<file path="config.mk">
export PLATFORM = sky130hd
export DESIGN_NAME = sqrt_fixed_iter
export DESIGN_NICKNAME = d
export VERILOG_FILES = /design/src/rtl/sqrt_pkg.sv /design/src/rtl/sqrt_fixed_iter.sv
export SDC_FILE = /design/constraint.sdc
export NUM_CORES = 1
export LEC_CHECK = 0
export ABC_AREA = 1
export BUFFER_PORTS_ARGS = -buffer_cell sky130_fd_sc_hd__buf_2
export CORE_MARGIN = 2
export CORE_UTILIZATION = 40
export DETAILED_ROUTE_END_ITERATION = 8
export PLACE_DENSITY = 0.58
export SLEW_MARGIN = 20
export SYNTH_ARGS = -nofsm -noshare
export SYNTH_HDL_FRONTEND = slang
export SYNTH_SLANG_ARGS = --single-unit
</file>
<file path="constraint.sdc">
create_clock -name clk -period 4.1 [get_ports clk]
set_input_delay 0.82 -clock clk [delete_from_list [all_inputs] [get_ports clk]]
set_output_delay 0.82 -clock clk [all_outputs]
set_load 0.005 [all_outputs]
</file>
<file path="src/rtl/sqrt_pkg.sv">
`default_nettype none
// +----------------------------------------------------------------------------+
// | sqrt_pkg : shared fixed-point constants, root FSM states, width helpers     |
// | Revision : 1.0                                                              |
// +----------------------------------------------------------------------------+
package sqrt_pkg;

  localparam int SQRT_DEF_IN_W   = 12;
  localparam int SQRT_DEF_IN_FB  = 4;
  localparam int SQRT_DEF_OUT_FB = 16;

  typedef enum logic [1:0] {
    ST_IDLE = 2'd0,
    ST_CALC = 2'd1,
    ST_DONE = 2'd2
  } sqrt_state_e;

  // Aligned radicand width, padded to an even count so it splits into digit pairs.
  function automatic int calc_rw(input int in_w, input int in_fb, input int out_fb);
    int w;
    w = in_w + 2 * out_fb - in_fb;
    return w + (w % 2);
  endfunction

  function automatic int calc_qw(input int in_w, input int in_fb, input int out_fb);
    return calc_rw(in_w, in_fb, out_fb) / 2;
  endfunction

endpackage
`default_nettype wire

</file>
<file path="src/rtl/sqrt_fixed_iter.sv">
`default_nettype none
// +----------------------------------------------------------------------------+
// | sqrt_fixed_iter : fixed-point square root, one root bit per cycle           |
// |                   (non-restoring digit recurrence, fixed latency)           |
// | Revision : 1.0                                                              |
// +----------------------------------------------------------------------------+
module sqrt_fixed_iter
  import sqrt_pkg::*;
#(
  parameter int IN_W   = SQRT_DEF_IN_W,
  parameter int IN_FB  = SQRT_DEF_IN_FB,
  parameter int OUT_FB = SQRT_DEF_OUT_FB
) (
  input  logic                                     clk,
  input  logic                                     rst_,
  input  logic                                     in_valid,
  output logic                                     in_ready,
  input  logic [IN_W-1:0]                          a,
  output logic                                     out_valid,
  input  logic                                     out_ready,
  output logic [calc_qw(IN_W, IN_FB, OUT_FB)-1:0]  q,
  output logic [calc_qw(IN_W, IN_FB, OUT_FB):0]    rem,
  output logic                                     exact,
  output logic                                     busy
);

  localparam int RW = calc_rw(IN_W, IN_FB, OUT_FB);
  localparam int QW = RW / 2;
  localparam int SH = 2 * OUT_FB - IN_FB;
  localparam int IW = (QW > 1) ? $clog2(QW) : 1;

  sqrt_state_e          r_state;
  sqrt_state_e          w_state_nx;
  logic [RW-1:0]        r_rad;
  logic [QW-1:0]        r_root;
  logic signed [QW+1:0] r_rem;
  logic [IW-1:0]        r_iter;

  logic                 w_accept;
  logic                 w_last;
  logic [RW-1:0]        w_rad_in;
  logic signed [QW+1:0] w_rem_sh;
  logic signed [QW+1:0] w_rem_step;
  logic signed [QW+1:0] w_rem_fix;
  logic [QW-1:0]        w_root_step;

  always_ff @(posedge clk or negedge rst_) begin
    if (!rst_) r_state <= ST_IDLE;
    else       r_state <= w_state_nx;
  end

  always_comb begin
    w_state_nx = r_state;
    in_ready   = 1'b0;
    out_valid  = 1'b0;
    busy       = 1'b0;
    case (r_state)
      ST_IDLE: begin
        in_ready = 1'b1;
        if (in_valid) w_state_nx = ST_CALC;
      end
      ST_CALC: begin
        busy = 1'b1;
        if (r_iter == '0) w_state_nx = ST_DONE;
      end
      ST_DONE: begin
        out_valid = 1'b1;
        if (out_ready) w_state_nx = ST_IDLE;
      end
      default: w_state_nx = ST_IDLE;
    endcase
  end

  assign w_accept = in_ready & in_valid;
  assign w_last   = busy & (r_iter == '0);

  // Recurrence step: bring in the next digit pair, then subtract or add the trial
  // term depending on the sign of the running remainder.
  always_comb begin
    w_rad_in = RW'(a) << SH;
    w_rem_sh = (r_rem << 2) | {{QW{1'b0}}, r_rad[RW-1 -: 2]};
    if (r_rem[QW+1]) w_rem_step = w_rem_sh + {r_root, 2'b11};
    else             w_rem_step = w_rem_sh - {r_root, 2'b01};
    w_root_step = {r_root[QW-2:0], ~w_rem_step[QW+1]};
    if (w_rem_step[QW+1]) w_rem_fix = w_rem_step + {1'b0, w_root_step, 1'b1};
    else                  w_rem_fix = w_rem_step;
  end

  always_ff @(posedge clk or negedge rst_) begin
    if (!rst_) begin
      r_rad  <= '0;
      r_root <= '0;
      r_rem  <= '0;
      r_iter <= '0;
      q      <= '0;
      rem    <= '0;
      exact  <= 1'b0;
    end else if (w_accept) begin
      r_rad  <= w_rad_in;
      r_root <= '0;
      r_rem  <= '0;
      r_iter <= IW'(QW - 1);
    end else if (busy) begin
      r_rad  <= r_rad << 2;
      r_root <= w_root_step;
      r_rem  <= w_rem_step;
      r_iter <= r_iter - 1'b1;
      if (w_last) begin
        q     <= w_root_step;
        rem   <= w_rem_fix[QW:0];
        exact <= (w_rem_fix == '0);
      end
    end
  end

endmodule
`default_nettype wire

</file>
Word level (Yosys, flattened, before mapping)

Index checks and enable logic that the tools add are counted.

Flip-flop bits (word level): 131
Bits in latches: 0
RAM bits: 0
Bits in read-only memories: 0
Bits of input ports: 16
Output and inout bits: 45
Memories: 0

Add/subtract/negate cells: 4
$mul: 0
Div/mod/pow operators: 0
$lt $le $gt $ge: 0
Equality and inequality tests: 5
Shifts and indexed selects: 0
Mux-type cells: 17
Bitwise logic cells: 5
Reductions and logical operators: 6

Operators with widths:

| operator                                                              | number |
|---|---|
| 22-bit two-way mux                                                    | 4 |
| 40-bit two-way mux                                                    | 2 |
| 20-bit two-way mux                                                    | 2 |
| 22-bit by 21-bit adder with 22-bit output                             | 1 |
| 22-bit adder                                                          | 1 |
| 22-bit logical NOT                                                    | 1 |
| 22-bit by 2-bit OR with 22-bit output                                 | 1 |
| 22-bit subtractor                                                     | 1 |
| 5-bit two-way mux                                                     | 2 |
| 2-bit two-way mux                                                     | 3 |
| 2-bit != test, second input constant                                  | 3 |
| 2-bit one-hot mux with 3 select lines                                 | 1 |
| 3-bit AND reduction                                                   | 2 |
| 5-bit logical NOT                                                     | 1 |
| 5-bit by 1-bit subtractor with 5-bit output, second input constant    | 1 |
| 1-bit two-way mux                                                     | 3 |
| 1-bit bitwise AND                                                     | 2 |
| 2-bit by 1-bit equality test with 1-bit output, second input constant | 1 |
| 2-bit equality test, second input constant                            | 1 |
| 2-bit logical NOT                                                     | 1 |
| 1-bit NOT                                                             | 2 |
| 2-bit nonzero test                                                    | 1 |

Depth between registers and ports, before layout

Word-level depth: 7
Gate-level depth with buffers: 30
Mapped depth without buffers: 28

Worst setup path after synthesis

Ideal clock, no wire load.

Kind: reg2reg
Start: reg r_rem[21]
End: reg exact
Setup time: 0.116 ns
Data arrival time: 4.234 ns
Slack: -0.251 ns
Stages on the path, launching flop included: 28
Path buffers: 2
Period minus slack after synthesis: 4.351 ns
Path through: dfrtp_1 > clkbuf_1 > buf_1 > xnor2_1 > ha_1 > a21oi_1 > nand3_2 > nand2_1 > nand3_1 > a31oi_1 > o21ai_1 > a21oi_1 > o21ai_1 > xnor2_1 > inv_1 > ha_1 > a21oi_1 > nor3_1 > a2111oi_0 > nand2_1 > nand2_1 > nand3_1 > nand2_1 > inv_1 > nand3_1 > nor2_1 > nand2_1 > nand2_1

Cells in the longest elaborated chain, start to end: 5

RTL lines:

| what                                      | RTL line               | RTL |
|---|---|---|
| start: declaration                        | sqrt_fixed_iter.sv:36  | `logic signed [QW+1:0] r_rem;` |
| start signal: assignment                  | sqrt_fixed_iter.sv:106 | `r_rem <= w_rem_step;` |
| 22-bit two-way mux *                      | sqrt_fixed_iter.sv:82  | `if (r_rem[QW+1]) w_rem_step = w_rem_sh + {r_root, 2'b11};` |
| 1-bit NOT                                 | sqrt_fixed_iter.sv:84  | `w_root_step = {r_root[QW-2:0], ~w_rem_step[QW+1]};` |
| 22-bit by 21-bit adder with 22-bit output | sqrt_fixed_iter.sv:85  | `if (w_rem_step[QW+1]) w_rem_fix = w_rem_step + {1'b0, w_root_step, 1'b1};` |
| 22-bit two-way mux *                      | sqrt_fixed_iter.sv:85  |  |
| 22-bit logical NOT *                      | sqrt_fixed_iter.sv:111 | `exact <= (w_rem_fix == '0);` |
| end signal: assignment                    | sqrt_fixed_iter.sv:111 |  |
| end: declaration                          | sqrt_fixed_iter.sv:23  | `output logic exact,` |

Every way passes the cells marked *; elsewhere a longest branch is shown, timed or not.
A chain may end at the register's enable or synchronous reset.

Worst setup path in the final report

Same ends and word-level chain as after synthesis.

==> reports/qor.txt <==
crit path time final: 4.10 ns
placed cells: 1,209
area delta synth->final: 35.2%
RR Endpoint: exact
Post-Syn Area: 0.00665 mm2
top achievable clock speed: 0.244 GHz
hold-critical path endpoint: rem[8]
row count: 47
Syn Nets: 929
most numerous cell on the critical path: nand2_1
Synth Flop Type: dfrtp_1
share of synthesized flip-flops with an asynchronous set or reset: 100%
I/O pins: 61
antenna violations before repair: 0
starting DRC count in detailed routing: 357
CP delay by family, top: simple AND/OR/NAND/NOR gates
Slew headroom: 33.9%
Synth top cells by count: nand2_1 (226), dfrtp_1 (102), inv_1 (101)
Stages on worst setup path: 24
Root Buffer: clkbuf_16
first-pass GRT wire length: 32.8 mm
Max stage delay on crit path: 0.53 ns
Sink Count: 102
maxcap violations: 0
grt ovf: 0
actual slew at the worst max-slew pin: 0.990 ns
Total GRT Usage: 23.9%
Slew Viols, Final: 0
hold wc startpoint: rem[8]
Clock Pin Slew Worst Setup and Hold Paths: 0.08 ns
Layout Skew: 0.00745 ns
largest area contributor in the netlist: dfrtp_1
HP Class: reg -> reg
Fin. Hold Viols: 0
Worst Setup Start Kind: flop
DR vias/cell: 5.21
CTS Buf Count: 9
crit path DAT: 4.40 ns
largest net degree at the start of global routing: 72
H-tree levels: 3
Yosys warnings: 0
CP bufs+invs: 3
post-route insts no fill: 1,245
top cell type's share of synthesized area: 38.4%
Required @ worst endpoint: 4.40 ns
gpl congestion: 0.937
Post-Synthesis Mean Instance Area: 7.62 um2
# DRC: 0
FF-to-FF path depth: 24
reg2reg start: r_rem[21]
routed vias: 6,485
Synth cell types: 45
Die Wd: 133 um
# setup viols final: 0
crit-path max FO: 7
Post-DP HPWL: 15.7 mm
CP Capture Type: flop
slowest cell on the critical path: dfrtp_2
n_diodes: 0
Antenna Nets Post-Route: 0
status: finished, final reports clean
Die H: 133 um
R2R Setup Slk: 0.004 ns
CP Class: reg -> reg
top cells by area, synth: dfrtp_1 (38%), nand2_1 (13%), ha_1 (7.7%)
TritonCTS clock tree: done
average wire per standard cell: 17.0 um
layout cells sized above 1: 31.8%
Synth Instances: 872
hold path depth: 2
DRT Pass-1 Iters: 5
Detailed Route WL: 21.2 mm
fin nets: 1,077
Port Buf Inserts: 60
worst-path cell chain: buf_12 > xnor2_4 > ha_4 > nand2_2 > nor3_4 > a21oi_2 > o21a_2 > o21ai_2 > xor2_1 > ha_1 > buf_4 > nand2_4 > nor2_4 > inv_2 > nor3_4 > nand4_1 > nand2_1 > xor2_1 > o21ai_2 > nor2_2 > nand3_1 > nor2_2 > nand2_1 > nand2_1
sequential area share after synthesis: 38.4%
register bit count reported by yosys: 102
RSZ-0062 raised after global routing: true
Die ar.: 0.0177 mm2
most instantiated library cell after synthesis: nand2_1
starting density of the core: 40.5%
CORE AREA: 0.0164 mm2
worst-skew pair later-pin latency: 0.37 ns
number of global-route vias before repair: 6,107
maximum root-to-sink buffer count: 2
fin crit share: 99.9%
number of synthesized flops with an enable pin: 0
-- metrics by stage --
step	util (%)	area (um2)	hold slack (ns)	setup WS [ns]	TNS [ns]
after floorplan	-	6650	0.448	0.0356	0
after global placement	47.2	7740	0.458	-0.568	-1.04
after detailed placement	47.2	7740	0.460	-0.514	-0.925
after CTS	51.1	8390	0.481	0.00342	0
after global routing	54.8	8990	0.497	-0.201	-0.308
final	54.8	8990	0.477	0.00429	0
-- worst max-delay path by stage --
stage	from	end	slack, ns
after floorplan	r_rem[21]	exact	0.04
after global placement	r_rem[21]	exact	-0.57
after detailed placement	r_rem[21]	exact	-0.51
after CTS	r_rem[21]	exact	0.003
after global routing	r_rem[21]	exact	-0.20
final	r_rem[21]	exact	0.004
-- routing by layer --
layer  track usage [%]  part of all wire, %  up-vias
met4              7.41                  3.0        0
met2              37.7                   46      161
met1              33.9                   47     3089
li1                  -                    -     3199
met3              3.41                  4.8       36
met5                 0                    0        -
-- sequential cells by signal (all words and copies together), names as in the netlist --
name     cells
exact        1
r_rad       12
rem         21
r_state      2
q           20
r_iter       5
r_root      20
r_rem       21
-- tightest hold or removal path: cells and delay by family, from the launching register on --
family	cells	cell delay [ns]
DFF	1	0.35
and+or+nand+nor	2	0.10
-- timing repair --
action | 4_1_cts | 5_1_grt
setup endpoints to repair | 5 | 6
setup buffers | 16 | 5
gates resized for setup | 41 | 118
pin swaps | 33 | 55
hold buffers | 0 | 0
-- cell type report --
class                           instances  area [um2]
Sequential cell                       102        2550
Clock inverter                          7        97.6
Fill cell                            1530        7420
Tap cell                              220         275
Inverter                              106         405
Timing Repair Buffer                  163        1110
Clock buffer                            9         225
Multi-Input combinational cell        638        4320
-- cells in the final DEF (no fill, tap or decap), drive strengths merged --
cell     count
a22o         8
nor2        53
dfrtp      102
nor4         4
xnor2       30
nor3        10
a2111oi      1
o31ai        3
o31a         1
a21o         1
nand3       52
a22oi        1
o2111ai      1
buf        163
inv        110
a211oi       1
o221ai      10
bufinv       1
a31o         1
clkinv       2
a221oi       1
nand3b       7
o22ai       20
nand4        7
or2          1
ha          41
o21ai       79
a31oi        3
nand2      235
a21oi       47
clkbuf       9
o21a         7
xor2        12
and2         1
-- kinds of logic after synthesis --
kind of cell	after synthesis	synth area share [%]
and+or+nand+nor	370	24.3
AOI/OAI and AO/OA	185	16.3
buffers and inverters	132	7.70
DFF	102	38.4
xor gates and xnor gates	42	5.65
adders and majority gates	41	7.72
Power is left out: the tool's default activity adds up to more than one toggle a clock period on the data nets, which glitch-free logic cannot reach.
